File: config.mk
export PLATFORM = sky130hd
export DESIGN_NAME = ram_access_ctrl
export DESIGN_NICKNAME = d
export VERILOG_FILES = /design/src/rtl/ram_access_ctrl.sv
export SDC_FILE = /design/constraint.sdc
export NUM_CORES = 1
export LEC_CHECK = 0
export ABC_CLOCK_PERIOD_IN_PS = 2340
export BUFFER_PORTS_ARGS = -buffer_cell sky130_fd_sc_hd__buf_2
export CAP_MARGIN = 15
export CORE_AREA = 2 2 86 71
export DETAILED_ROUTE_END_ITERATION = 12
export DIE_AREA = 0 0 88 73
export PLACE_DENSITY = 0.78
export SETUP_SLACK_MARGIN = 0.2
export SYNTH_ARGS = -nofsm -noshare
export SYNTH_HDL_FRONTEND = slang
export SYNTH_SLANG_ARGS = --single-unit
File: constraint.sdc
create_clock -name clock -period 2.34 [get_ports clock]
set_clock_uncertainty 0.15 [all_clocks]
set_input_delay 0.468 -clock clock [delete_from_list [all_inputs] [get_ports clock]]
set_output_delay 0.468 -clock clock [all_outputs]
set_load 0.01 [all_outputs]
File: src/rtl/ram_access_ctrl.sv
// ram_access_ctrl
//
// Sequencer and arbiter in front of the 8051 internal data RAM (lower RAM,
// SFR space and indirect upper RAM). Two requesters share one byte-wide RAM
// port:
//   port A - core execute unit
//   port B - interrupt / stack unit
// Supported operations: byte read, byte write, bit read, bit write. Bit
// operations are carried out as read-modify-write over byte accesses, so the
// RAM's own bit path is never used (ram_is_bit / ram_in_bit are tied low).
//
// Ports
//   clock, reset           system clock, synchronous active-high reset
//   {a,b}_req              request, held by the requester until {a,b}_ack
//   {a,b}_op               00 byte rd, 01 byte wr, 10 bit rd, 11 bit wr
//   {a,b}_addr             byte address (byte ops) or bit address (bit ops)
//   {a,b}_wdata/_wbit      byte / bit write value
//   {a,b}_ind              indirect flag, byte ops only
//   {a,b}_ack              one-cycle pulse, request accepted
//   {a,b}_done             one-cycle pulse, operation complete
//   rdata, rbit            read byte / bit, valid while a done pulse is high
//   busy                   high whenever the sequencer is not idle
//   ram_*                  RAM port; ram_rdata is valid in the ram_rd cycle
//
// Every output except the two tied-low bit-path signals comes straight from a
// flop. The next-state logic therefore computes each output from the state
// being entered, so an output is high in exactly the cycle its state lasts.

module ram_access_ctrl #(
  parameter logic [7:0] LRAM_BIT_BASE = 8'h20,
  parameter bit         RESET_LAST_B  = 1'b1
) (
  input  logic       clock,
  input  logic       reset,

  input  logic       a_req,
  input  logic [1:0] a_op,
  input  logic [7:0] a_addr,
  input  logic [7:0] a_wdata,
  input  logic       a_wbit,
  input  logic       a_ind,
  output logic       a_ack,
  output logic       a_done,

  input  logic       b_req,
  input  logic [1:0] b_op,
  input  logic [7:0] b_addr,
  input  logic [7:0] b_wdata,
  input  logic       b_wbit,
  input  logic       b_ind,
  output logic       b_ack,
  output logic       b_done,

  output logic [7:0] rdata,
  output logic       rbit,
  output logic       busy,

  output logic [7:0] ram_addr,
  output logic       ram_rd,
  output logic       ram_wr,
  output logic [7:0] ram_wdata,
  output logic       ram_ind,
  output logic       ram_is_bit,
  output logic       ram_in_bit,
  input  logic [7:0] ram_rdata
);

  localparam logic [1:0] OpByteRd = 2'b00;
  localparam logic [1:0] OpByteWr = 2'b01;
  localparam logic [1:0] OpBitRd  = 2'b10;
  localparam logic [1:0] OpBitWr  = 2'b11;

  typedef enum logic [1:0] {StIdle, StRd, StWr, StDone} state_e;

  state_e     state_q, state_d;
  logic       last_b_q, last_b_d;   // 1: port B was granted most recently
  logic       gnt_b_q, gnt_b_d;     // port owning the current operation
  logic [1:0] op_q, op_d;
  logic [2:0] bit_sel_q, bit_sel_d;
  logic       wbit_q, wbit_d;
  logic [7:0] hold_q, hold_d;       // byte captured in the RD cycle

  logic       a_ack_q, a_ack_d;
  logic       b_ack_q, b_ack_d;
  logic       a_done_q, a_done_d;
  logic       b_done_q, b_done_d;
  logic [7:0] rdata_q, rdata_d;
  logic       rbit_q, rbit_d;
  logic       busy_q, busy_d;
  logic [7:0] ram_addr_q, ram_addr_d;
  logic       ram_rd_q, ram_rd_d;
  logic       ram_wr_q, ram_wr_d;
  logic [7:0] ram_wdata_q, ram_wdata_d;
  logic       ram_ind_q, ram_ind_d;

  // Winner of the current arbitration round and its request fields.
  logic       win_b;
  logic [1:0] win_op;
  logic [7:0] win_addr;
  logic [7:0] win_wdata;
  logic       win_wbit;
  logic       win_ind;
  logic [7:0] win_byte_addr;

  // Byte read in the RD cycle with the selected bit replaced (bit write).
  logic [7:0] merged_byte;

  // Bit address to byte address. Lower-RAM bits 00..7F live in 16 bytes
  // starting at LRAM_BIT_BASE; bits 80..FF address SFRs whose byte address
  // is the bit address with the low three bits cleared.
  function automatic logic [7:0] map_bit_addr(input logic [7:0] bit_addr);
    if (bit_addr[7]) begin
      return {bit_addr[7:3], 3'b000};
    end
    return LRAM_BIT_BASE + {4'h0, bit_addr[6:3]};
  endfunction

  // On a tie the port not granted last time wins.
  always_comb begin
    win_b     = b_req & (~a_req | ~last_b_q);
    win_op    = win_b ? b_op    : a_op;
    win_addr  = win_b ? b_addr  : a_addr;
    win_wdata = win_b ? b_wdata : a_wdata;
    win_wbit  = win_b ? b_wbit  : a_wbit;
    win_ind   = win_b ? b_ind   : a_ind;
    if (win_op[1]) begin
      win_byte_addr = map_bit_addr(win_addr);
    end else begin
      win_byte_addr = win_addr;
    end
  end

  always_comb begin
    merged_byte            = ram_rdata;
    merged_byte[bit_sel_q] = wbit_q;
  end

  always_comb begin
    state_d     = state_q;
    last_b_d    = last_b_q;
    gnt_b_d     = gnt_b_q;
    op_d        = op_q;
    bit_sel_d   = bit_sel_q;
    wbit_d      = wbit_q;
    hold_d      = hold_q;
    a_ack_d     = 1'b0;
    b_ack_d     = 1'b0;
    a_done_d    = 1'b0;
    b_done_d    = 1'b0;
    rdata_d     = rdata_q;
    rbit_d      = rbit_q;
    ram_addr_d  = ram_addr_q;
    ram_rd_d    = 1'b0;
    ram_wr_d    = 1'b0;
    ram_wdata_d = ram_wdata_q;
    ram_ind_d   = ram_ind_q;

    unique case (state_q)
      StIdle: begin
        if (a_req || b_req) begin
          gnt_b_d    = win_b;
          last_b_d   = win_b;
          op_d       = win_op;
          bit_sel_d  = win_addr[2:0];
          wbit_d     = win_wbit;
          ram_addr_d = win_byte_addr;
          // Bit accesses always hit the direct space.
          ram_ind_d  = win_op[1] ? 1'b0 : win_ind;
          a_ack_d    = ~win_b;
          b_ack_d    = win_b;
          if (win_op == OpByteWr) begin
            state_d     = StWr;
            ram_wr_d    = 1'b1;
            ram_wdata_d = win_wdata;
          end else begin
            state_d  = StRd;
            ram_rd_d = 1'b1;
          end
        end
      end

      StRd: begin
        hold_d = ram_rdata;
        if (op_q == OpBitWr) begin
          state_d     = StWr;
          ram_wr_d    = 1'b1;
          ram_wdata_d = merged_byte;
        end else begin
          state_d  = StDone;
          a_done_d = ~gnt_b_q;
          b_done_d = gnt_b_q;
          rdata_d  = ram_rdata;
          rbit_d   = ram_rdata[bit_sel_q];
        end
      end

      StWr: begin
        state_d  = StDone;
        a_done_d = ~gnt_b_q;
        b_done_d = gnt_b_q;
        rdata_d  = hold_q;
        rbit_d   = hold_q[bit_sel_q];
      end

      StDone: begin
        state_d = StIdle;
      end

      default: begin
        state_d = StIdle;
      end
    endcase

    busy_d = (state_d != StIdle);
  end

  always_ff @(posedge clock) begin
    if (reset) begin
      state_q     <= StIdle;
      last_b_q    <= RESET_LAST_B;
      gnt_b_q     <= 1'b0;
      op_q        <= OpByteRd;
      bit_sel_q   <= 3'd0;
      wbit_q      <= 1'b0;
      hold_q      <= 8'h00;
      a_ack_q     <= 1'b0;
      b_ack_q     <= 1'b0;
      a_done_q    <= 1'b0;
      b_done_q    <= 1'b0;
      rdata_q     <= 8'h00;
      rbit_q      <= 1'b0;
      busy_q      <= 1'b0;
      ram_addr_q  <= 8'h00;
      ram_rd_q    <= 1'b0;
      ram_wr_q    <= 1'b0;
      ram_wdata_q <= 8'h00;
      ram_ind_q   <= 1'b0;
    end else begin
      state_q     <= state_d;
      last_b_q    <= last_b_d;
      gnt_b_q     <= gnt_b_d;
      op_q        <= op_d;
      bit_sel_q   <= bit_sel_d;
      wbit_q      <= wbit_d;
      hold_q      <= hold_d;
      a_ack_q     <= a_ack_d;
      b_ack_q     <= b_ack_d;
      a_done_q    <= a_done_d;
      b_done_q    <= b_done_d;
      rdata_q     <= rdata_d;
      rbit_q      <= rbit_d;
      busy_q      <= busy_d;
      ram_addr_q  <= ram_addr_d;
      ram_rd_q    <= ram_rd_d;
      ram_wr_q    <= ram_wr_d;
      ram_wdata_q <= ram_wdata_d;
      ram_ind_q   <= ram_ind_d;
    end
  end

  assign a_ack      = a_ack_q;
  assign b_ack      = b_ack_q;
  assign a_done     = a_done_q;
  assign b_done     = b_done_q;
  assign rdata      = rdata_q;
  assign rbit       = rbit_q;
  assign busy       = busy_q;
  assign ram_addr   = ram_addr_q;
  assign ram_rd     = ram_rd_q;
  assign ram_wr     = ram_wr_q;
  assign ram_wdata  = ram_wdata_q;
  assign ram_ind    = ram_ind_q;
  assign ram_is_bit = 1'b0;
  assign ram_in_bit = 1'b0;

endmodule

==> results of run 1 <==
[worst max-delay path, stage by stage (launching register included)]
cell,delay (ns)
dfxtp_1,0.32
inv_1,0.11
ha_1,0.38
buf_4,0.26
nor3_1,0.07
a2111oi_0,0.44
mux2_2,0.23
[state kept, by name, summed over array words and instances, names as in the netlist, 2 cells and up]
name / cells
state_q: 2
bit_sel_q: 3
ram_wdata: 8
op_q: 2
ram_addr: 8
hold_q: 8
rdata: 8
[layout make-up]
type,count,area (um2),share of cell area [%]
sequential,51,1022,30.23
multi-input combinational,221,1578,46.65
timing repair buffer,97,543.0,16.06
clock buffer,5,68.82,2.035
tap,81,101.3,2.997
inverter,6,22.52,0.6659
clock inverter,3,46.29,1.369
[metal layers]
layer	routed length (um)	GRT usage [%]	up-vias
met5	0	0	-
li1	-	-	1264
met4	74	8.034	0
met1	3328	29.97	1154
met3	288	3.846	7
met2	2955	29.97	61
[layout by cell type (no fill, tap or decap), types with 2 or more instances in the layout]
| cell | instances |
|---|---|
| buf_12 | 2 |
| a2111oi_0 | 10 |
| a31oi_1 | 2 |
| nand2b_1 | 4 |
| buf_2 | 84 |
| a21oi_1 | 9 |
| nor3_1 | 20 |
| o221ai_1 | 2 |
| buf_4 | 11 |
| o32a_1 | 2 |
| a311oi_1 | 3 |
| nor3b_1 | 4 |
| mux2_2 | 8 |
| o31ai_1 | 2 |
| clkbuf_8 | 5 |
| nor2b_1 | 9 |
| dfxtp_1 | 50 |
| o32ai_1 | 3 |
| o21ai_0 | 4 |
| nand3_1 | 6 |
| o21a_1 | 2 |
| nor2_1 | 30 |
| nand3b_1 | 7 |
| a211oi_1 | 12 |
| conb_1 | 2 |
| mux2i_1 | 36 |
| ha_1 | 4 |
| nand2_1 | 17 |
| inv_1 | 6 |
| o2bb2ai_1 | 2 |
[per-stage QoR]
stage                     cells  utilization [%]  setup WS [ns]  hold WS [ns]  total power [mW]
final                       464            59.73         0.3153        0.2674             4.067
after global routing        464            59.73         0.2032        0.2572             4.351
after CTS                   463            59.31         0.2592        0.2681             3.997
after detailed placement    455            57.28         0.1723        0.3081             3.355
after global placement      455            57.28         0.2420        0.2990             3.311
after floorplan             308                -         0.3494        0.2664             2.791
[worst max-delay path by stage]
stage / from / end / slack, ns
2_1_floorplan: a_req / ram_wdata[0] / 0.35
3_3_place_gp: a_req / ram_wdata[0] / 0.24
3_5_place_dp: a_req / ram_wdata[5] / 0.17
4_1_cts: state_q[1] / ram_wdata[5] / 0.26
5_1_grt: state_q[1] / ram_wdata[0] / 0.20
6_report: state_q[1] / ram_wdata[3] / 0.32
[cells by family (layout without fill, tap and decap cells)]
kind of cell	Yosys count	in the layout	share of synthesized area, %
other	1	2	0.1357
adders and majority gates	4	4	1.812
and+or+nand+nor	108	108	20.70
DFF	51	51	36.96
buffers and inverters	36	111	6.160
muxes	44	44	16.30
AOI/OAI and AO/OA	63	63	17.94
[report_power, final]
part / total, mW / switching, mW / internal (mW)
registers: 1.40 / 0.232 / 1.17
logic: 2.02 / 1.07 / 0.954
clock network: 0.645 / 0.322 / 0.323
[what timing repair did]
item | in CTS | in global routing
setup buffers | 0 | 1
resized for setup | 0 | 2
endpoints found under the setup margin | 0 | 14
==> metrics.yaml, run 1 <==
synthesis:
  synth_ff_type: "dfxtp_1"
  synth_edf_count: 0
  postSynthCellCount: 307
  yosysTopAreaCell: "dfxtp_1"
  synth_warnings: 0
  avgSynthCellArea_um2: 8.999
  synth_common_cells: "51 x dfxtp_1, 36 x mux2i_1, 31 x nor2_1"
  ys_seq_area_share_pct: 36.96
  yosysMostFrequentCell: "dfxtp_1"
  synth-async-reset-ratio_pct: 0
  yosys.area.top_type_share_pct: 36.96
  ys_types: 51
  synth_seq_cells: 51
  synthTopCellsByArea: "dfxtp_1 37%, mux2i_1 13%, nor2_1 4.2%"
  syn_area_um2: 2763
critical_path:
  reg2reg_from: "state_q[1]"
  crit_fanout: 15
  end_kind: "flip-flop"
  crit_arrival_ns: 2.14
  timing.rr.end: "ram_wdata[3]"
  crit_type: "flip-flop to flip-flop"
  required_ns: 2.45
  worstRegToRegCells: 6
  worstSetupStartpointType: "flip-flop"
  reg2reg_slack_ns: 0.32
floorplanning:
  initial_core_util_pct: 48.80
  die_area_um2: 6424
  fp.dieW_um: 88
  io_pins: 87
  die_height_um: 73
  placementRows: 25
  core-area_um2: 5662
global_routing:
  antenna_found_initial: 0
  grt_pass1_wl_mm: 10.31
  grt_max_degree: 33
  grt_overflow_total: 0
  grt_pass1_vias: 2199
  grtUsageTotal_pct: 20.59
clock_tree:
  tritoncts: "yes"
  clock_path_buffers: 2
  path_clk_slew_ns: 0.10
  cts_root_buf: "clkbuf_8"
  cts_made_buffers: 5
  cts.sinks: 51
  hold_buffers: 0
  cts_max_level: 2
  worstSkewPairLatency_ns: 0.31
drt:
  wl_per_cell_um: 14.33
  drtPass1Iterations: 4
  num_vias: 2486
  drtIter0Drc: 98
  remaining_drc_errors: 0
  via_per_inst: 5.358
  drt.antenna.violating_nets: 0
  wirelength_mm: 6.647
min_path:
  hold_path.class: "input pin to flip-flop"
  min_to: "wbit_q"
  min_from: "b_wbit"
  min_path_cells: 3
placement:
  hpwl_mm: 4.989
  routabilityCongestion: 0.8699
  numPortBuffers: 84
  dpl-instance-area_um2: 3243
layout:
  fin_area_um2: 3382
  n_antenna_cell: 0
  drive_gt1_share_pct: 31.33
  final_nets: 438
  fillers: 503
  syn_to_final_growth_pct: 22.42
flow_run:
  max-cap-violations: 0
sta:
  setup_violations: 0
  rsz0062_at_grt: "no"
  worst_slew_pin_slew_ns: 0.8117
  max_freq_ghz: 0.4939
  period_needed_ns: 2.025
  finalSetupTns_ns: 0
  finalCritPeriodShare_pct: 86.53
  hold_violations: 0
  slew_violations: 0
  slew_headroom_pct: 45.31
status:
  status: "complete, no violations"
power_and_ir_drop:
  power.leakage_nw: 1.492
  power.density_nw_per_um2: 1202
  ir_worst_vdd_mv: 1.037
Note: power is estimated with default switching activity, not from simulation.
==> run 2: changes to the inputs <==
--- a/config.mk
+++ b/config.mk
@@ -12,7 +12,9 @@
 export DETAILED_ROUTE_END_ITERATION = 12
 export DIE_AREA = 0 0 88 73
 export PLACE_DENSITY = 0.78
+export REMOVE_ABC_BUFFERS = 1
 export SETUP_SLACK_MARGIN = 0.2
+export SKIP_LAST_GASP = 1
 export SYNTH_ARGS = -nofsm -noshare
 export SYNTH_HDL_FRONTEND = slang
 export SYNTH_SLANG_ARGS = --single-unit
==> metrics.yaml, run 2 (synthesis results as in run 1) <==
global_routing:
  grt_max_degree: 35
  grt_pass1_wl_mm: 10.88
  antenna_found_initial: 0
  grt_overflow_total: 0
  grtUsageTotal_pct: 21.69
  grt_pass1_vias: 2297
drt:
  top_layer: "met4"
  drtIter0Drc: 183
  num_vias: 2537
  routed-wl-met2_mm: 3.134
  remaining_drc_errors: 0
  drtPass1Iterations: 4
  via_per_inst: 5.491
  wl_met1_mm: 3.406
  wirelength_mm: 6.978
  wl_per_cell_um: 15.10
  drt.antenna.violating_nets: 0
  routed-wl-met3_um: 337
floorplanning:
  fp.dieW_um: 88
  die_height_um: 73
  initial_core_util_pct: 48.80
  die_area_um2: 6424
  core-area_um2: 5662
  io_pins: 87
  placementRows: 25
clock_tree:
  cts_root_buf: "clkbuf_8"
  tritoncts: "yes"
  cts_max_level: 2
  cts.sinks: 51
  worstSkewPairLatency_ns: 0.31
  cts_made_buffers: 5
  path_clk_slew_ns: 0.10
  clock_path_buffers: 2
layout:
  layout_common_cells: "84 x buf_2, 50 x dfxtp_1, 36 x mux2i_1, 31 x nor2_1, 20 x nor3_1"
  stdcell_count: 462
  final_nets: 436
  final_core_util_pct: 59.56
  drive_gt1_share_pct: 30.97
  final_common_cell: "buf_2"
  fillers: 507
  n_antenna_cell: 0
  syn_to_final_growth_pct: 22.06
critical_path:
  path_depth: 6
  end_kind: "flip-flop"
  crit_fanout: 10
  path_cells: "inv_1, ha_1, inv_1, o31ai_4, buf_12, mux2_2"
  worst_path_max_delay_cell: "ha_1"
  worstSetupStartpointType: "flip-flop"
  required_ns: 2.40
  cp_num_buf_inv: 3
  crit_arrival_ns: 2.08
  reg2reg_slack_ns: 0.31
  cpLargestDelayFamily: "buffers and inverters"
  path_common_cell: "inv_1"
  worstRegToRegCells: 6
  slowest_delay_ns: 0.37
  crit_type: "flip-flop to flip-flop"
placement:
  numPortBuffers: 84
  placed_cells: 453
  hpwl_mm: 5.087
  routabilityCongestion: 0.8021
power_and_ir_drop:
  power.leakage_nw: 1.487
  ir_worst_vdd_mv: 0.7231
  power.density_nw_per_um2: 1207
sta:
  rsz0062_at_grt: "no"
  slew_violations: 0
  slew_headroom_pct: 55.98
  finalCritPeriodShare_pct: 86.57
  period_needed_ns: 2.026
  setup_violations: 0
  worst_slew_pin_slew_ns: 0.6603
  max_freq_ghz: 0.4937
  hold_violations: 0
min_path:
  hold_path.class: "input pin to flip-flop"
  min_path_cells: 3
status:
  status: "complete, no violations"
flow_run:
  max-cap-violations: 0
-- run 2: cell count changes in the layout (fill, tap and decap cells not counted), sizes merged --
cell      before  now
buf           97   95
clkinv         0    1
clkinvlp       1    0
-- run 2: routing by layer --
metal  up-vias  global-route usage, %
met2        70                  31.99
met3         8                  4.412
met5         -                      0
li1       1260                      -
met4         0                  7.521
met1      1199                  31.45
-- run 2: worst paths after layout --
check	startpoint	endpoint
max	state_q[0]	ram_wdata[3]
min reg2reg	gnt_b_q	a_done
min	b_addr[7]	ram_addr[7]
max reg2reg	state_q[0]	ram_wdata[3]
-- run 2: worst min-delay path, cell delays in order --
cell	delay, ns
buf_2	0.10
nand2_1	0.06
a311oi_1	0.08
-- run 2: where the power goes --
part	total [mW]	internal [mW]	switching (mW)
registers	1.40	1.17	0.230
logic	2.03	0.944	1.09
clock network	0.640	0.325	0.316
total	4.07	2.44	1.63
-- run 2: cell type report --
class                      instances  area, um2  area share (%)
timing repair buffer              95      531.8           15.77
inverter                           6      22.52          0.6679
clock buffer                       5      68.82           2.041
clock inverter                     3      47.55           1.410
sequential                        51       1022           30.32
multi-input combinational        221       1578           46.79
tap                               81      101.3           3.006
-- run 2: what timing repair did --
action / in CTS / in global routing
setup buffers: 0 / 1
pin swaps: 1 / 1
gates resized for setup: 0 / 4
setup endpoints to repair: 1 / 9
hold buffers: 0 / 0
-- run 2: per-stage QoR --
step	TNS (ns)	hold WS (ns)	cell area, um2	power [mW]	setup slack, ns
2_1_floorplan	-0.06779	0.2637	2619	2.688	-0.06779
3_3_place_gp	0	0.2899	3228	3.291	0.2307
3_5_place_dp	0	0.2882	3228	3.356	0.1632
4_1_cts	0	0.2788	3344	4.003	0.2714
5_1_grt	0	0.2874	3372	4.358	0.2078
6_report	0	0.2882	3372	4.070	0.3143
